File: config.mk
export PLATFORM = sky130hd
export DESIGN_NAME = if_id_fetch_stage
export DESIGN_NICKNAME = d
export VERILOG_FILES = /design/src/rtl/if_id_fetch_stage.sv
export SDC_FILE = /design/constraint.sdc
export NUM_CORES = 1
export LEC_CHECK = 0
export CAP_MARGIN = 20
export CORE_MARGIN = 3
export CORE_UTILIZATION = 35
export DETAILED_ROUTE_END_ITERATION = 6
export GPL_TIMING_DRIVEN = 0
export HOLD_SLACK_MARGIN = 0.15
export SLEW_MARGIN = 30
export SYNTH_ARGS = -nofsm -noshare
export SYNTH_HDL_FRONTEND = slang
export SYNTH_SLANG_ARGS = --single-unit
File: constraint.sdc
create_clock -name clk -period 2.9 [get_ports clk]
set_input_delay 0.58 -clock clk [delete_from_list [all_inputs] [get_ports clk]]
set_output_delay 0.58 -clock clk [all_outputs]
set_load 0.03 [all_outputs]
File: src/rtl/if_id_fetch_stage.sv
// if_id_fetch_stage: instruction fetch (PC owner) plus IF/ID pipeline register.
// Ports: clk/rst (sync, active-high); inst_addr/inst_data to combinational
// instruction memory; stall from load-use detector; redirect_en/redirect_pc
// from ID; ID_inst/ID_pc/ID_pcp4/ID_valid to ID; stall_cnt/flush_cnt are
// saturating debug event counters.
module if_id_fetch_stage #(
  parameter logic [31:0] RESET_PC = 32'h0000_0000,
  parameter int unsigned CNT_W    = 16
) (
  input  logic             clk,
  input  logic             rst,
  output logic [31:0]      inst_addr,
  input  logic [31:0]      inst_data,
  input  logic             stall,
  input  logic             redirect_en,
  input  logic [31:0]      redirect_pc,
  output logic [31:0]      ID_inst,
  output logic [31:0]      ID_pc,
  output logic [31:0]      ID_pcp4,
  output logic             ID_valid,
  output logic [CNT_W-1:0] stall_cnt,
  output logic [CNT_W-1:0] flush_cnt
);
  logic [31:0]      r_pc, r_id_inst, r_id_pc, r_id_pcp4;
  logic             r_id_valid;
  logic [CNT_W-1:0] r_stall_cnt, r_flush_cnt;
  logic [31:0]      w_pc_p4;
  logic [CNT_W-1:0] w_stall_nxt, w_flush_nxt;
  assign w_pc_p4     = r_pc + 32'd4;
  assign w_stall_nxt = &r_stall_cnt ? r_stall_cnt : r_stall_cnt + CNT_W'(1);
  assign w_flush_nxt = &r_flush_cnt ? r_flush_cnt : r_flush_cnt + CNT_W'(1);
  // Stall outranks redirect: a branch waiting on operands has no valid target yet.
  always_ff @(posedge clk) begin
    if (rst) begin
      r_pc        <= RESET_PC;
      r_id_inst   <= '0;
      r_id_pc     <= '0;
      r_id_pcp4   <= '0;
      r_id_valid  <= 1'b0;
      r_stall_cnt <= '0;
      r_flush_cnt <= '0;
    end else if (stall) begin
      r_stall_cnt <= w_stall_nxt;
    end else if (redirect_en) begin
      r_pc        <= redirect_pc;
      r_id_inst   <= '0;
      r_id_pc     <= '0;
      r_id_pcp4   <= '0;
      r_id_valid  <= 1'b0;
      r_flush_cnt <= w_flush_nxt;
    end else begin
      r_pc       <= w_pc_p4;
      r_id_inst  <= inst_data;
      r_id_pc    <= r_pc;
      r_id_pcp4  <= w_pc_p4;
      r_id_valid <= 1'b1;
    end
  end
  assign inst_addr = r_pc;
  assign ID_inst   = r_id_inst;
  assign ID_pc     = r_id_pc;
  assign ID_pcp4   = r_id_pcp4;
  assign ID_valid  = r_id_valid;
  assign stall_cnt = r_stall_cnt;
  assign flush_cnt = r_flush_cnt;
endmodule

* Word-level counts from Yosys, hierarchy flattened
Cells that the tools add are included.
** Operators by class
- Bitwise gates (word level) :: 3
- Muxes and demuxes :: 5
- Reductions and logical operators :: 4
- $add $sub $neg :: 3
** Operators by type and width (count)
- $mux 32 :: 4
- $add 16x1->16 const B :: 2
- $add 32x3->32 const B :: 1
- $reduce_and 16->1 :: 2
- $not 1->1 :: 3
- $reduce_and 3->1 :: 1
- $reduce_and 2->1 :: 1
- $mux 1 :: 1
** Word-level totals
- Input bits :: 68
- Register bits after elaboration :: 161
- Output and inout bits :: 161

* Longest topological paths before layout
Gate-level depths: netlist of run 1.
- Depth in word-level cells :: 3
- Gate-level depth with buffers :: 7
- Mapped depth without buffers :: 6

* Least setup slack after synthesis of run 1
No wires, ideal clock.
- Path type :: register to register
- Start :: register r_stall_cnt[0], in the netlist stall_cnt[0]
- End :: register r_stall_cnt[1], in the netlist stall_cnt[1]
- Data required time :: 2.772 ns
- Cell stages (with the launch flop) :: 7
- Clock period less this slack :: 2.055 ns
- Data arrival time :: 1.927 ns
- Slack :: 0.845 ns
- Path buffers :: 0
- Cells stage by stage :: dfxtp_1 ha_1 and4_1 or4b_1 o21ai_2 mux2i_1 nor2_1
** Between the ends
- Word-level cells in the longest chain between the ends :: 3
- Elaborated cells on any way between the ends :: 4
- Those cells by class :: add/sub: 1; bitwise: 1; reduce/logical: 2
** Ends and longest elaborated chain
- start, declared :: line 26 : logic [CNT_W-1:0] r_stall_cnt, r_flush_cnt;
- start signal, assigned :: line 43 : r_stall_cnt <= w_stall_nxt;
- branches (longest 3 deep; another with $add 16x1->16)
Parallel ways; which one is timed is not known.
A chain may end at the register's enable or synchronous reset.

==> impl_results.md, run 1 <==
- GRT overflow: 0
- Hold Crit Class: reg2reg
- Multi-input combinational cell area: 3573 µm²
- Number of I/O pins: 229
- Slew HR: 46.37%
- Primary FF master, synth: dfxtp_1
- Adder-cell area share of the yosys netlist: 0.5324%
- Clock Tree Buf Depth: 2
- Synth Area per Inst: 8.598 µm²
- WP depth: 6
- GRT Total Usage: 22.65%
- Share of the clock period used by the worst path: 90.00%
- Reg area: 3183 µm²
- Post-DP HPWL: 18710 µm
- CP startpoint: stall
- DIE WIDTH: 147.9 µm
- Final setup violation count: 0
- Crit path arrival time: 2.96 ns
- Delay-heaviest family, CP: buffers and inverters
- TNS Setup: 0 ns
- Reg2reg path depth: 6
- Router iterations before antenna repair: 5
- Part of the Yosys area used for sequential elements: 45.15%
- Crit start category: input port
- #FFs+latches synth: 159
- Period minus WS final: 2.610 ns
- Complex-gate fraction of the synthesized area: 16.27%
- Async SR Flop Fraction: 0%
- First-pass GRT wire length: 38920 µm
- Share of post-route cells with drive strength above 1: 5.839%
- Largest family of logic cells by synthesized area: simple AND/OR/NAND/NOR gates
- CP Max Fanout: 10
- R2r setup slk: 0.67 ns
- YS warnings: 0
- F_max: 383.1 MHz
- Clock Latency Late Sink: 0.43 ns
- DR vias: 7028
- Vias per cell: 5.225
- Largest net degree at the start of global routing: 17
- Initial core utilization: 35.87%
- PortBufs: 227
- Yosys cell types: 53
- Area leader, netlist: dfxtp_1
- Vias in the first global route: 6786
- Hold WS: 0.4574 ns
- EDFF count, synth: 0
- Chip Height: 147.9 µm
- Die Area: 21880 µm²
- CTS tree: yes
- Critical-path top delay cell: clkdlybuf4s50_1
- DR iter-0 viols: 484
- MaxCap Viol Count: 0
- Row count: 51
- CP max stage delay: 0.58 ns
- CP Cell Sequence: clkdlybuf4s50_1 > clkbuf_1 > clkbuf_2 > clkbuf_1 > o21ai_0 > a21oi_1
- Setup Crit Path Kind: in2reg
- Pleak: 0.003592 µW
- RSZ-0062 raised after global routing: no
- Mapped Cells: 820
- Simple-gate share of the synthesized area: 25.20%
- CTS HTree Levels: 4
- CTS Sinks: 159
- Antenna-violating nets left: 0
- Core area: 19650 µm²
- Fraction of synthesized area in multiplexers: 2.839%
- Overall power: 5115 µW
- Status: finished, final reports clean
- CTS Buf Count: 17
- Final Hold Fails: 0
- Power per cell area: 501.1 nW/µm²
- CP most frequent cell: clkbuf_1
- Top post-synthesis cells by area: dfxtp_1, nor2_1, a22oi_1, a21oi_1, xnor2_1
- Hold buffer count at CTS: 0
- Worst Setup EP: inst_addr[8]
- VDD IR max: 402.5 µV
- CP endpoint kind: register
- RePlAce Congestion: 0.8919
- Synth Cell Area: 7051 µm²
- Data required, critical path: 3.25 ns
- Post-synth net total: 891
- Reg clk slew, reported paths: 0.07 ns
- Worst clock skew: 0.007065 ns
- R2R Path End: ID_pcp4[18]
- WL final: 25150 µm
- # DRC: 0
- Layout Area Growth over Synthesis: 44.77%
- Area fraction of the dominant cell type after synthesis: 45.15%
- Buf/Inv on CP: 4
- Post-synthesis xor/xnor area fraction: 5.839%
- Avg WL per Cell: 18.70 µm
- Crit Reg-Reg Startpoint: inst_addr[2]
- Fillers: 1933
- Slew Viols, Final: 0
- Worst Tran Pin Value: 0.8045 ns
- Initial antenna violation count: 1
- Final #Nets: 1137
- Clk root buf: clkbuf_16
[synth_stat cells (3+ instances only)]
master and n:
nor4_4 4, xor2_1 17, a22oi_1 51, o32ai_1 4
buf_4 3, dfxtp_1 159, ha_1 3, xnor2_1 30
or2_2 7, or3_1 7, buf_1 7, clkbuf_1 45
nor3b_1 24, nor3_1 27, a22o_1 7, nor4_1 5
a31oi_1 5, nor2_1 136, o21ai_0 28, a32oi_1 4
nand2_1 42, buf_2 7, a21oi_1 68, and3_1 4
mux2i_1 20, nand4_1 21, and2_1 3, nor2b_1 10
and4_1 7, inv_1 11, nand4_4 3, nand3_1 24
[cells in the final DEF (no fill, tap or decap), types with 17 or more instances in the layout]
master,n
a21oi_1,68
a22oi_1,51
clkbuf_1,44
clkbuf_16,17
clkdlybuf4s50_1,227
dfxtp_1,159
mux2i_1,20
nand2_1,42
nand3_1,24
nand4_1,21
nor2_1,136
nor3_1,27
nor3b_1,24
o21ai_0,28
xnor2_1,30
xor2_1,17
[layer usage]
| metal | wire, µm | track usage [%] | part of all wire (%) | vias up |
|---|---|---|---|---|
| met5 | 0 | 0 | 0 | - |
| met4 | 331 | 6.328 | 1.3 | 0 |
| met3 | 2139 | 6.591 | 8.5 | 22 |
| met2 | 11420 | 35.97 | 45 | 269 |
| met1 | 11260 | 30.21 | 45 | 3321 |
| li1 | - | - | - | 3416 |
[cell families (layout without fill, tap and decap cells)]
family,Yosys count,count (layout)
flops,159,159
xor+xnor,47,47
buf+inv,73,332
simple gates,336,336
other cells,0,1
compound gates,182,182
mux,20,20
fa+ha+maj,3,3
[registers in the layout, summed over array words and instances (netlist names)]
name,flops
ID_inst,32
inst_addr,32
ID_pcp4,30
stall_cnt,16
ID_pc,32
flush_cnt,16
ID_valid,1
[how the worst min path moves through the flow]
stage	start	to	slack, ns	cells after the start
6_report	ID_pcp4[16]	ID_pcp4[16]	0.46	2
5_1_grt	ID_pcp4[30]	ID_pcp4[30]	0.49	2
4_1_cts	ID_pcp4[30]	ID_pcp4[30]	0.46	2
3_5_place_dp	ID_pcp4[30]	ID_pcp4[30]	0.45	2
3_3_place_gp	ID_pcp4[17]	ID_pcp4[17]	0.44	2
2_1_floorplan	ID_pcp4[19]	ID_pcp4[19]	0.58	2
[worst min-delay path, stage by stage, from the launching register on]
cell and delay, ns:
dfxtp_1 0.33, nand2_1 0.04, o21ai_0 0.06
[per-stage QoR]
stage / std cells / setup slack, ns / util, % / cell area [µm²]
global route: 1345 / 0.05944 / 51.94 / 10210
floorplan: 820 / 0.8454 / - / 7051
global placement: 1312 / -0.3160 / 49.12 / 9654
detailed placement: 1312 / -0.3291 / 49.12 / 9654
CTS: 1344 / 0.09525 / 51.92 / 10200
finish: 1345 / 0.2900 / 51.94 / 10210
[layout make-up]
| cell class | count | area share [%] |
|---|---|---|
| timing repair buffer | 227 | 22.26 |
| multi-input combinational | 588 | 35.01 |
| tap | 265 | 3.248 |
| clock inverter | 14 | 1.079 |
| sequential | 159 | 31.18 |
| buffer | 62 | 2.488 |
| inverter | 11 | 0.4045 |
| clock buffer | 18 | 4.303 |
| antenna | 1 | 0.02452 |
[power breakdown]
part | leakage [µW] | internal (µW) | total (µW) | switching (µW)
clock | 0.000265 | 1130 | 2120 | 991
sequential | 0.00129 | 2250 | 2320 | 70.5
combinational | 0.00204 | 284 | 678 | 393
total | 0.00359 | 3660 | 5120 | 1450
[repair_timing]
action / in CTS / in global routing
setup buffers: 0 / 0
endpoints found under the setup margin: 0 / 7
gates resized for setup: 0 / 2
Power figures use the tool's default switching activity.
==> run 2: changes to the inputs <==
--- a/config.mk
+++ b/config.mk
@@ -8,6 +8,7 @@
 export CAP_MARGIN = 20
 export CORE_MARGIN = 3
 export CORE_UTILIZATION = 35
+export CTS_CLUSTER_SIZE = 14
 export DETAILED_ROUTE_END_ITERATION = 6
 export GPL_TIMING_DRIVEN = 0
 export HOLD_SLACK_MARGIN = 0.15
==> results of run 2 <==
The final DEF is identical to that of run 1; final timing and power are the same.
==> run 3: changes to the inputs <==
--- a/config.mk
+++ b/config.mk
@@ -6,10 +6,11 @@
 export NUM_CORES = 1
 export LEC_CHECK = 0
 export CAP_MARGIN = 20
-export CORE_MARGIN = 3
+export CORE_ASPECT_RATIO = 1.75
 export CORE_UTILIZATION = 35
 export CTS_CLUSTER_SIZE = 14
 export DETAILED_ROUTE_END_ITERATION = 6
+export DONT_BUFFER_PORTS = 1
 export GPL_TIMING_DRIVEN = 0
 export HOLD_SLACK_MARGIN = 0.15
 export SLEW_MARGIN = 30
==> run 3 against run 2 <==
Net effect:
- non-clock buffer count down 227
- first-iteration DRC count down 39%
- sequential share of layout area up 8.9 points
- via count down 12%
- power down 0.97%
- combinational power down 51%
- critical path type is now reg2reg
- critical endpoint is now inst_addr[16]
- highest routed layer unchanged
==> impl_results.md, run 3 (synthesis gave the netlist of run 1 again) <==
- Avg WL per Cell: 21.86 µm (was 18.70 µm)
- Chip Height: 189.8 µm (was 147.9 µm)
- Setup Crit Path Kind: reg2reg (was in2reg)
- VDD IR max: 480.1 µV (was 402.5 µV)
- Switch share: 26.70% (was 28.44%)
- Worst Tran Pin Value: 0.9360 ns (was 0.8045 ns)
- Router iterations before antenna repair: 5 (unchanged)
- WL final: 23910 µm (was 25150 µm)
- Final setup violation count: 0 (unchanged)
- Share of the clock period used by the worst path: 86.95% (was 90.00%)
- Layout Area Growth over Synthesis: 12.62% (was 44.77%)
- GRT Total Usage: 23.15% (was 22.65%)
- Number of I/O pins: 229 (unchanged)
- PortBufs: 0 (was 227)
- CP endpoint kind: register (unchanged)
- Logic pwr share: 6.6% (was 13.2%)
- Pleak: 0.002787 µW (was 0.003592 µW)
- Most common cell after layout, fill and taps aside: dfxtp_1 (was clkdlybuf4s50_1)
- Int Power: 3713 µW (was 3661 µW)
- Post-CTS Setup Bufs: 0 (unchanged)
- RePlAce Congestion: 0.8882 (was 0.8919)
- Initial core utilization: 35.72% (was 35.87%)
- Data required, critical path: 3.26 ns (was 3.25 ns)
- Commonest cells after routing, fill and taps aside: dfxtp_1, nor2_1, a21oi_1, a22oi_1, clkbuf_1 (was clkdlybuf4s50_1, dfxtp_1, nor2_1, a21oi_1, a22oi_1)
- Final WS setup: 0.3786 ns (was 0.2900 ns)
- Post-Layout Cell Count: 1094 (was 1345)
- CTS Buf Count: 17 (unchanged)
- Worst clock skew: 0.009472 ns (was 0.007065 ns)
- Final Hold Fails: 0 (unchanged)
- Fillers: 2059 (was 1933)
- Part of the power in the clock network: 45.1% (was 41.5%)
- CP Max Fanout: 9 (was 10)
- Crit start category: register (was input port)
- Vias in the first global route: 5986 (was 6786)
- Post-DP HPWL: 18010 µm (was 18710 µm)
- CTS HTree Levels: 4 (unchanged)
- MaxCap Viol Count: 0 (unchanged)
- TNS Setup: 0 ns (unchanged)
- Initial antenna violation count: 0 (was 1)
- Reg clk slew, reported paths: 0.06 ns (was 0.07 ns)
- Vias per cell: 5.655 (was 5.225)
- Slew Viols, Final: 0 (unchanged)
- Slew HR: 37.37% (was 46.37%)
- Power per cell area: 638.0 nW/µm² (was 501.1 nW/µm²)
- DR vias: 6187 (was 7028)
- CTS Sinks: 159 (unchanged)
- Die Area: 20740 µm² (was 21880 µm²)
- Row count: 68 (was 51)
- Place WS: 0.3840 ns (was -0.3291 ns)
- Delay-heaviest family, CP: simple AND/OR/NAND/NOR gates (was buffers and inverters)
- Hold WS: 0.2927 ns (was 0.4574 ns)
- Crit path arrival time: 2.88 ns (was 2.96 ns)
- Overall power: 5066 µW (was 5115 µW)
- GRT overflow: 0 (unchanged)
- CTS tree: yes (unchanged)
- RSZ-0062 raised after global routing: no (unchanged)
- Period minus WS final: 2.521 ns (was 2.610 ns)
- Largest net degree at the start of global routing: 17 (unchanged)
- Core area: 19740 µm² (was 19650 µm²)
- Clock Latency Late Sink: 0.43 ns (about the same)
- Status: finished, final reports clean (unchanged)
- Hold Crit Class: in2reg (was reg2reg)
- Final #Nets: 910 (was 1137)
- DIE WIDTH: 109.3 µm (was 147.9 µm)
- Psw: 1353 µW (was 1455 µW)
- Resized Gates After CTS: 0 (unchanged)
- DR iter-0 viols: 296 (was 484)
- N_diodes: 0 (was 1)
- CP Cell Sequence: ha_1 > inv_1 > nor4_4 > a32oi_1 > or2_2 > a21oi_1 (was clkdlybuf4s50_1 > clkbuf_1 > clkbuf_2 > clkbuf_1 > o21ai_0 > a21oi_1)
- Antenna-violating nets left: 0 (unchanged)
- Share of post-route cells with drive strength above 1: 6.949% (was 5.839%)
- Hold buffer count at CTS: 0 (unchanged)
- Post-placement cell count: 1065 (was 1312)
- Sequential power share: 48.4% (was 45.3%)
- First-pass GRT wire length: 35300 µm (was 38920 µm)
- CP max stage delay: 0.71 ns (was 0.58 ns)
- F_max: 396.6 MHz (was 383.1 MHz)
- # DRC: 0 (unchanged)
- Critical-path top delay cell: dfxtp_1 (was clkdlybuf4s50_1)
- Clock Tree Buf Depth: 2 (unchanged)
- Buf/Inv on CP: 1 (was 4)
- Clk root buf: clkbuf_16 (unchanged)
## run 3: power groups by stage
| stage | sequential, µW | combinational (µW) | clock, µW |
|---|---|---|---|
| 2_1_floorplan | 2470 | 237 | 0 |
| 3_3_place_gp | 2500 | 330 | 0 |
| 3_5_place_dp | 2500 | 334 | 0 |
| 4_1_cts | 2450 | 336 | 2330 |
| 5_1_grt | 2460 | 367 | 2400 |
| 6_report | 2450 | 332 | 2280 |
## run 3: final timing paths
path / slack (ns) / depth (start not counted) / startpoint / to
max: 0.38 / 6 / inst_addr[2] / inst_addr[16]
min: 0.29 / 2 / inst_data[17] / ID_inst[17]
max reg2reg: 0.38 / 6 / inst_addr[2] / inst_addr[16]
min reg2reg: 0.60 / 2 / ID_pcp4[15] / ID_pcp4[15]
## run 3: worst register-to-register path: stages, from the launching register on
cell and delay, ns:
dfxtp_1 0.71, ha_1 0.35, inv_1 0.13, nor4_4 0.59, a32oi_1 0.22, or2_2 0.31
a21oi_1 0.14
## run 3: cell type report
class                   instances  area (µm²)  area share, %
well taps                     245       306.5          3.861
flip-flops and latches        159        3183          40.09
clock inverters                11       143.9          1.812
multi-input cells             588        3573          45.00
inverters                      11       41.29         0.5200
plain buffers                  62       252.7          3.183
clock buffers                  18       439.2          5.531
## run 3: through the flow
stage               util, %  area (µm²)
finish                40.23        7940
detailed placement    37.27        7357
global route          40.23        7940
CTS                   40.23        7940
floorplan                 -        7051
global placement      37.27        7357
## run 3: routing by layer
metal  part of all wire [%]  track usage, %  up-vias
met5                      0               0        -
met4                    4.2           12.51        0
met3                    7.2           7.126       58
met2                     53           42.26      243
met1                     36           22.62     2937
li1                       -               -     2949
